<file path="src/rtl/maindec_pipe.sv">
// Main decoder for the 5-stage MIPS core: decodes the D-stage opcode into a
// 13-bit control word and carries it with the destination register through E/M/W.
module maindec_pipe #(
  parameter bit LU_DETECT = 1'b1,
  parameter bit EXT_MEM   = 1'b1
) (
  input  logic        clk,
  input  logic        rst,
  input  logic [31:0] instrD,
  input  logic        stallE,
  input  logic        flushE,
  input  logic        flushM,
  output logic [12:0] ctrlE,
  output logic [12:0] ctrlM,
  output logic [12:0] ctrlW,
  output logic [4:0]  writeregE,
  output logic [4:0]  writeregM,
  output logic [4:0]  writeregW,
  output logic        lu_stall
);

  localparam int unsigned CW         = 13;
  localparam int unsigned RW         = 5;
  localparam int unsigned REGDST_BIT = 11;
  localparam int unsigned MEMTOREG   = 7;

  localparam logic [CW-1:0] CW_BUBBLE  = 13'h0000;
  localparam logic [CW-1:0] CW_ILLEGAL = 13'h0001;
  localparam logic [CW-1:0] CW_RTYPE   = 13'h1820;
  localparam logic [CW-1:0] CW_LW      = 13'h1480;
  localparam logic [CW-1:0] CW_LH      = 13'h1486;
  localparam logic [CW-1:0] CW_LHU     = 13'h1484;
  localparam logic [CW-1:0] CW_LB      = 13'h148A;
  localparam logic [CW-1:0] CW_LBU     = 13'h1488;
  localparam logic [CW-1:0] CW_SW      = 13'h0500;
  localparam logic [CW-1:0] CW_SH      = 13'h0504;
  localparam logic [CW-1:0] CW_SB      = 13'h0508;
  localparam logic [CW-1:0] CW_BEQ     = 13'h0210;
  localparam logic [CW-1:0] CW_J       = 13'h0040;
  localparam logic [CW-1:0] CW_IMM_ADD = 13'h1400;
  localparam logic [CW-1:0] CW_IMM_LOG = 13'h1430;

  logic [5:0]    op;
  logic [RW-1:0] rs;
  logic [RW-1:0] rt;
  logic [RW-1:0] rd;
  logic [CW-1:0] ctrl_d;
  logic [RW-1:0] writereg_d;
  logic          unused_instr_bits;

  assign op = instrD[31:26];
  assign rs = instrD[25:21];
  assign rt = instrD[20:16];
  assign rd = instrD[15:11];
  assign unused_instr_bits = ^instrD[10:0];

  // Opcode decode; sub-word memory ops fall back to illegal without EXT_MEM.
  always_comb begin
    ctrl_d = CW_ILLEGAL;
    case (op)
      6'b000000: ctrl_d = CW_RTYPE;
      6'b100011: ctrl_d = CW_LW;
      6'b100001: ctrl_d = EXT_MEM ? CW_LH  : CW_ILLEGAL;
      6'b100101: ctrl_d = EXT_MEM ? CW_LHU : CW_ILLEGAL;
      6'b100000: ctrl_d = EXT_MEM ? CW_LB  : CW_ILLEGAL;
      6'b100100: ctrl_d = EXT_MEM ? CW_LBU : CW_ILLEGAL;
      6'b101011: ctrl_d = CW_SW;
      6'b101001: ctrl_d = EXT_MEM ? CW_SH  : CW_ILLEGAL;
      6'b101000: ctrl_d = EXT_MEM ? CW_SB  : CW_ILLEGAL;
      6'b000100: ctrl_d = CW_BEQ;
      6'b000010: ctrl_d = CW_J;
      6'b001000, 6'b001001, 6'b001010, 6'b001011: ctrl_d = CW_IMM_ADD;
      6'b001100, 6'b001101, 6'b001110, 6'b001111: ctrl_d = CW_IMM_LOG;
      default:   ctrl_d = CW_ILLEGAL;
    endcase
  end

  assign writereg_d = ctrl_d[REGDST_BIT] ? rd : rt;

  // E stage: flush beats stall; stall holds.
  always_ff @(posedge clk) begin
    if (rst || flushE) begin
      ctrlE     <= CW_BUBBLE;
      writeregE <= RW'(0);
    end else if (!stallE) begin
      ctrlE     <= ctrl_d;
      writeregE <= writereg_d;
    end
  end

  // M stage: a stalled E must not duplicate into M, so stall inserts a bubble.
  always_ff @(posedge clk) begin
    if (rst || flushM || stallE) begin
      ctrlM     <= CW_BUBBLE;
      writeregM <= RW'(0);
    end else begin
      ctrlM     <= ctrlE;
      writeregM <= writeregE;
    end
  end

  always_ff @(posedge clk) begin
    if (rst) begin
      ctrlW     <= CW_BUBBLE;
      writeregW <= RW'(0);
    end else begin
      ctrlW     <= ctrlM;
      writeregW <= writeregM;
    end
  end

  // Conservative load-use check: rt is compared even if D does not read it.
  assign lu_stall = LU_DETECT && ctrlE[MEMTOREG] && (writeregE != RW'(0)) &&
                    ((writeregE == rs) || (writeregE == rt));

endmodule

</file>
<file path="config.mk">
export PLATFORM = sky130hd
export DESIGN_NAME = maindec_pipe
export DESIGN_NICKNAME = d
export VERILOG_FILES = /design/src/rtl/maindec_pipe.sv
export SDC_FILE = /design/constraint.sdc
export NUM_CORES = 1
export LEC_CHECK = 0
export CAP_MARGIN = 25
export CORE_MARGIN = 5
export CORE_UTILIZATION = 44
export DETAILED_ROUTE_END_ITERATION = 10
export GPL_TIMING_DRIVEN = 1
export HOLD_SLACK_MARGIN = 0.06
export PLACE_DENSITY = 0.95
export SYNTH_ARGS = -nofsm -noshare
export SYNTH_HDL_FRONTEND = slang
export SYNTH_SLANG_ARGS = --single-unit
</file>
<file path="constraint.sdc">
create_clock -name clk -period 2.95 [get_ports clk]
set_input_delay 0.59 -clock clk [delete_from_list [all_inputs] [get_ports clk]]
set_output_delay 0.59 -clock clk [all_outputs]
set_load 0.02 [all_outputs]
</file>
# [Yosys cells after proc, flatten, opt, wreduce, memory -nomap -nowiden]
# Memory sizes are Yosys's and may differ from the RTL's.
# Index checks and enable logic that the tools add are counted.
[totals] elab_cells=17 latchBits=0 inputBits=37 memories=1 romBits=832 mem_bits_rw=0 ff_bits=54 out_inout_bits=55
[op_classes] mul=0 magnitude_cmp=0 n_mux=1 bitwise_logic=0 shifts=0 eq_ne=2 n_reduce_logical=7 div=0 addsub=0
[mem_list] memory="(name not given)" words=64 width=13 read_ports=1 rd_clocked_by_memory_dff=0 wr=0 line="60" source="case (op)"
[op_table] op="== test 5 bit" count=2
[op_table] op="2-to-1 mux 5 bit" count=1
[op_table] op="nonzero test 5 bit" count=1
[op_table] op="logical OR 1 bit" count=4
[op_table] op="logical AND 1 bit" count=2

# [Depth between registers and ports, before layout]
# Gate-level depths: netlist (run 1).
[logic_depth] depth_word=3 ltp_mapped=5

# [Least setup slack after synthesis (run 1)]
# Ideal clock, no wire load.
[synth_timing] path_type="input to output" startpoint="in instrD[23]" endpoint="out lu_stall" required_time_ns=2.360 stages=4 path_buffers=0 path_slack_ns=1.009 arrival_time_ns=1.351 cell_sequence="xor2_1 nor3_1 nand3_1 a21oi_1"
[synth_via] elab_chain_cells=3
[synth_rtl] item="start: declaration" line="9" source="input logic [31:0] instrD,"
[synth_rtl] item="== test 5 bit" line="114" source="((writeregE == rs) || (writeregE == rt));"
[synth_rtl] item="logical OR 1 bit" line="114"
[synth_rtl] item="logical AND 1 bit" line="113" source="assign lu_stall = LU_DETECT && ctrlE[MEMTOREG] && (writeregE != RW'(0)) &&"
[synth_rtl] item="end: declaration" line="19" source="output logic lu_stall"
# Every way passes these cells.

# [Worst setup path in the final report (run 1)]
[layout_timing] startpoint="in instrD[16]" endpoint="out lu_stall"
# The elaborated chain is that of the path after synthesis.

==> impl_metrics.toml, run 1 <==
[status]
outcome = "finished clean"

[die]
die_width_um = 76.9
fp.dieArea_um2 = 5920
initial_utilization = 0.453
core_region_area_um2 = 4350
floorplan_row_count = 24
die_h_um = 76.9
io_pins = 92

[synth]
synth_sequential_area_ratio = 0.548
synth.most_common_cell = "dfxtp_1"
synth.ff_latch_count = 54
synth_top_flop_cell = "dfxtp_1"
synth-warning-count = 0
synth.avg_cell_area_um2 = 9.91
synth_area_leaders = "dfxtp_1, nor2b_1, and2_1"
yosys-top-cells-count = "dfxtp_1, nor2b_1, and2_1"
post_synth_edffs = 0
yosys.cell_types.count = 36
synth_area_um2 = 1970
synth_top_area_share = 0.548
mappedNetlistNets = 236
synthArstFlopShare = 0
syn_inst = 199
synth_top_area_cell = "dfxtp_1"

[global_route]
grt_pass1_wl_um = 7710
grt_remaining_overflow = 0
vias_in_the_first_global_route = 1660
grt_max_degree = 24
grt_util_all_layers = 0.158
number_of_antenna_violations_at_the_first_check_in_global_routing = 0

[sta]
totalNegativeSetupSlack_ns = 0
slew_viol_final = 0
fmax_mhz = 407
finalHoldViolCount = 0
timing.slew.headroom = 0.609
fin_crit_ns = 2.45
final_cycle_utilization_of_the_critical_path = 0.832
finClkSkew_ns = 0.00739
worst_slew_pin_slew_ns = 0.572
rsz0062_at_grt = "no"
setup_viol = 0

[clock_network]
cts_root_buf = "clkbuf_8"
number_of_hold_repair_buffers_added_at_the_cts_stage = 0
cts-buffers-inserted = 5
post-cts-setup-buffers = 0
htree_levels = 2
worst_setup_hold_path_clk_slew_ns = 0.08
tritoncts_clock_tree = "done"
cts.repair.resized = 0
clkLatencyLatePin_ns = 0.29
tritoncts_num_sinks = 54
cts_buffer_depth = 2

[critical_path]
endpoint_kind = "primary output"
worst-endpoint-arrival_ns = 1.86
critical_path_required_ns = 2.36
timing_worst_setup_path_type = "in2out"
crit_path_max_fanout = 2
worst-r2r-cell-count = 2
critPathLaunchType = "input pin"

[layout]
area_growth_syn_to_layout_pct = 48.2
nets = 314
post_route_cells_drive_above_1_share = 0.0542
total_inserted_antenna_cells = 0

[min_path]
hold_path_class = "reg2reg"
hold-path-cell-count = 1

[place]
port-buffer-count = 80
dpl.hpwl_um = 3500
finalWeightedCongestion = 0.848

[pwr]
totalPowerFinal_uw = 1360
total_leakage_power_uw = 0.00110
power.ir.vdd_worst_mv = 0.223
power_per_cell_area_nw_per_um2 = 466

[drt]
post-route-drc-count = 0
avgViaCountPerCell = 5.01
route.detailed.wl_per_inst_um = 14.3
antenna_left = 0
detailroute.via_count = 1648
starting_drc_count_in_detailed_routing = 92
drt_first_pass_iters = 4
drt_wirelength_um = 4720

[flow_run]
max-cap-violations = 0
## cell families after synthesis
logic type,synth area share
compound gates,0.0977
xor+xnor,0.0444
buf+inv,0.0368
flops,0.548
mux,0.00508
simple gates,0.268
## metal layers
layer | vias to the layer above | GRT usage | share of wire
met5 | - | 0 | 0
met4 | 0 | 0.0629 | 0.021
met3 | 9 | 0.0340 | 0.061
met2 | 62 | 0.289 | 0.51
met1 | 746 | 0.175 | 0.41
li1 | 831 | - | -
## worst paths after layout
kind	from	to	slack (ns)
setup / recovery	instrD[16]	lu_stall	0.50
hold / removal	ctrlM[1]	ctrlW[1]	0.46
setup reg to reg	ctrlE[12]	ctrlE[12]	2.12
hold reg to reg	ctrlM[1]	ctrlW[1]	0.46
## per-stage QoR
stage               std cells  utilization  setup WS (ns)  hold slack [ns]  instance area, um^2
detailed placement        322        0.645          0.114            0.451                 2810
finish                    329        0.671          0.496            0.465                 2920
floorplan                 199            -           1.01            0.546                 1970
global placement          322        0.645          0.166            0.449                 2810
CTS                       329        0.670          0.112            0.467                 2920
global route              329        0.671          0.356            0.471                 2920
## registers in the layout (all words and copies together) (netlist names)
register	count
ctrlE	13
ctrlM	13
ctrlW	13
writeregE	5
writeregM	5
writeregW	5
## cell usage in the layout, fill, tap and decap left out, types with 2 or more instances in the layout
cell type	count
a2111oi_0	2
nand2b_1	2
buf_4	4
a211oi_1	5
nor2b_1	24
dfxtp_1	54
o21ai_0	2
clkbuf_8	6
nor2_1	11
and3_1	5
nor4_1	2
inv_1	3
xnor2_1	4
nand3_1	2
a22oi_1	2
and2_1	18
a21oi_1	10
or4_1	2
clkdlybuf4s50_1	79
xor2_1	6
nand2_1	8
nor3_1	11
## layout make-up
cell class,instances,area [um^2]
sequential,54,1080
clock buffer,6,82.6
multi-input combinational,129,818
timing repair buffer,84,833
inverter,3,11.3
tap,52,65.1
fill,343,1430
clock inverter,1,30.0
## report_power, final
part	leakage [uW]	internal (uW)	switching, uW
Sequential	0.000436	735	8.33
Combinational	0.000606	66.4	64.5
Clock	0.0000573	271	214
## critical path, stage by stage
cell	delay, ns
clkdlybuf4s50_1	0.44
xor2_1	0.16
nor3_1	0.22
nand3_1	0.11
a21oi_1	0.12
dlymetal6s2s_1	0.23
(Power assumes the default switching activity.)
==> run 2: changes to the inputs <==
CORE_UTILIZATION = 36   (was 44)
PLACE_DENSITY = 0.84   (was 0.95)
clock period = 2.21 ns   (was 2.95 ns; I/O delays follow)
==> impl_metrics.toml, run 2 (same netlist as run 1, synthesis figures left out) <==
[sta]
finalHoldViolCount = 0
finClkSkew_ns = 0.00298
setup_viol = 0
fmax_mhz = 476
fin_crit_ns = 2.10
worst_slew_pin_slew_ns = 0.609
slew_viol_final = 0
final_cycle_utilization_of_the_critical_path = 0.951
smallest_setup_slack_after_layout_ns = 0.108
timing.slew.headroom = 0.584
rsz0062_at_grt = "no"
finalHoldWorstSlack_ns = 0.464

[layout]
layout_commonest_cell = "clkdlybuf4s50_1"
fillerInstances = 475
layout_top_registers = "ctrlE: 13 flops, ctrlM: 13 flops, ctrlW: 13 flops"
nets = 325
final_core_utilization = 0.561
total_inserted_antenna_cells = 0
area_growth_syn_to_layout_pct = 53.7
final_cell_mix = "clkdlybuf4s50_1, dfxtp_1, nor2b_1"
post_route_cells_drive_above_1_share = 0.0934

[pwr]
netSwitchingPower_uw = 394
power.sequential.fraction = 0.547
total_leakage_power_uw = 0.00113
comb_power_share = 0.104
clock_power_share = 0.350
power.ir.vdd_worst_mv = 0.351
internal_power_contribution_uw = 1420
power_per_cell_area_nw_per_um2 = 599
totalPowerFinal_uw = 1820
p_sw_frac = 0.217

[place]
detailedPlace.worstSlack_ns = -0.310
port-buffer-count = 80
dpl.hpwl_um = 3640
finalWeightedCongestion = 0.800

[global_route]
grt_max_degree = 30
grt_util_all_layers = 0.134
grt_pass1_wl_um = 7690
grt_remaining_overflow = 0
number_of_antenna_violations_at_the_first_check_in_global_routing = 0
vias_in_the_first_global_route = 1619

[clock_network]
htree_levels = 2
post-cts-setup-buffers = 0
tritoncts_num_sinks = 54
worst_setup_hold_path_clk_slew_ns = 0.09
clkLatencyLatePin_ns = 0.30
cts-buffers-inserted = 5
cts_buffer_depth = 2
tritoncts_clock_tree = "done"
cts.repair.resized = 3
number_of_hold_repair_buffers_added_at_the_cts_stage = 0
cts_root_buf = "clkbuf_8"

[status]
outcome = "finished clean"

[drt]
detailroute.via_count = 1671
antenna_left = 0
post-route-drc-count = 0
drt_first_pass_iters = 4
drt_wirelength_um = 4600
starting_drc_count_in_detailed_routing = 61
route.detailed.wl_per_inst_um = 12.7
avgViaCountPerCell = 4.63

[min_path]
hold_path_class = "reg2reg"
hold-path-cell-count = 1

[critical_path]
ff2ff_setup_slack_ns = 1.42
setup.worst_path.start = "instrD[16]"
worst-endpoint-arrival_ns = 1.66
crit_path_max_fanout = 2
critPathLaunchType = "input pin"
termination_of_the_worst_setup_path = "lu_stall"
worst-r2r-cell-count = 2
timing_worst_setup_path_type = "in2out"
endpoint_kind = "primary output"
critical_path_required_ns = 1.77
rr_endpoint = "ctrlE[12]"
worst_r2r_startpoint = "ctrlE[12]"

[die]
die_width_um = 84.0
initial_utilization = 0.365
io_pins = 92
floorplan_row_count = 27
core_region_area_um2 = 5410
die_h_um = 84.0
fp.dieArea_um2 = 7060

[flow_run]
max-cap-violations = 0
-- run 2: cell types whose count changed in the layout (fill, tap and decap cells not counted), sizes merged --
cell          change
buf              +12
dlymetal6s2s      -1
clkinvlp          +1
-- run 2: power by group through the flow --
stage / combinational (uW) / clock [uW] / sequential [uW]
after floorplan: 79.0 / 0 / 1020
after global placement: 185 / 0 / 1020
after detailed placement: 189 / 0 / 1020
after CTS: 190 / 650 / 993
after global routing: 205 / 700 / 995
final: 189 / 635 / 993
-- run 2: worst max-delay path, cell delays in order --
cell,delay (ns)
clkdlybuf4s50_1,0.44
xor2_1,0.16
nor3_1,0.21
nand3_1,0.10
a21oi_1,0.13
buf_2,0.18
-- run 2: layout make-up --
cell class	instances	area, um^2	share of cell area
clock buffers	6	72.6	0.0239
multi-input cells	129	818	0.270
repair buffers	95	921	0.304
flip-flops and latches	54	1080	0.357
well taps	72	90.1	0.0297
inverters	3	11.3	0.00371
clock inverters	2	37.5	0.0124
-- run 2: metal layers --
metal	up-vias	global-route usage	wire [um]
li1	858	-	-
met1	748	0.156	1980
met2	56	0.230	2240
met3	9	0.0365	290
met4	0	0.0556	91
met5	-	0	0
-- run 2: worst min path at each step --
stage | from | to | slack (ns)
floorplan | ctrlM[0] | ctrlW[0] | 0.55
global placement | ctrlM[1] | ctrlW[1] | 0.45
detailed placement | writeregM[0] | writeregW[0] | 0.45
CTS | ctrlM[10] | ctrlW[10] | 0.47
global route | ctrlM[7] | ctrlW[7] | 0.48
finish | ctrlM[10] | ctrlW[10] | 0.46
-- run 2: metrics by stage --
stage / setup TNS (ns) / std cells / cell area (um^2)
CTS: 0 / 361 / 3040
global route: 0 / 361 / 3030
floorplan: 0 / 199 / 1970
finish: 0 / 361 / 3030
detailed placement: -0.310 / 353 / 2930
global placement: -0.281 / 353 / 2930
==> run 3: changes to the inputs <==
SLEW_MARGIN = 20   (was unset)
==> results of run 3 <==
Same layout as run 2: the final DEF is identical, and so are final timing and power.
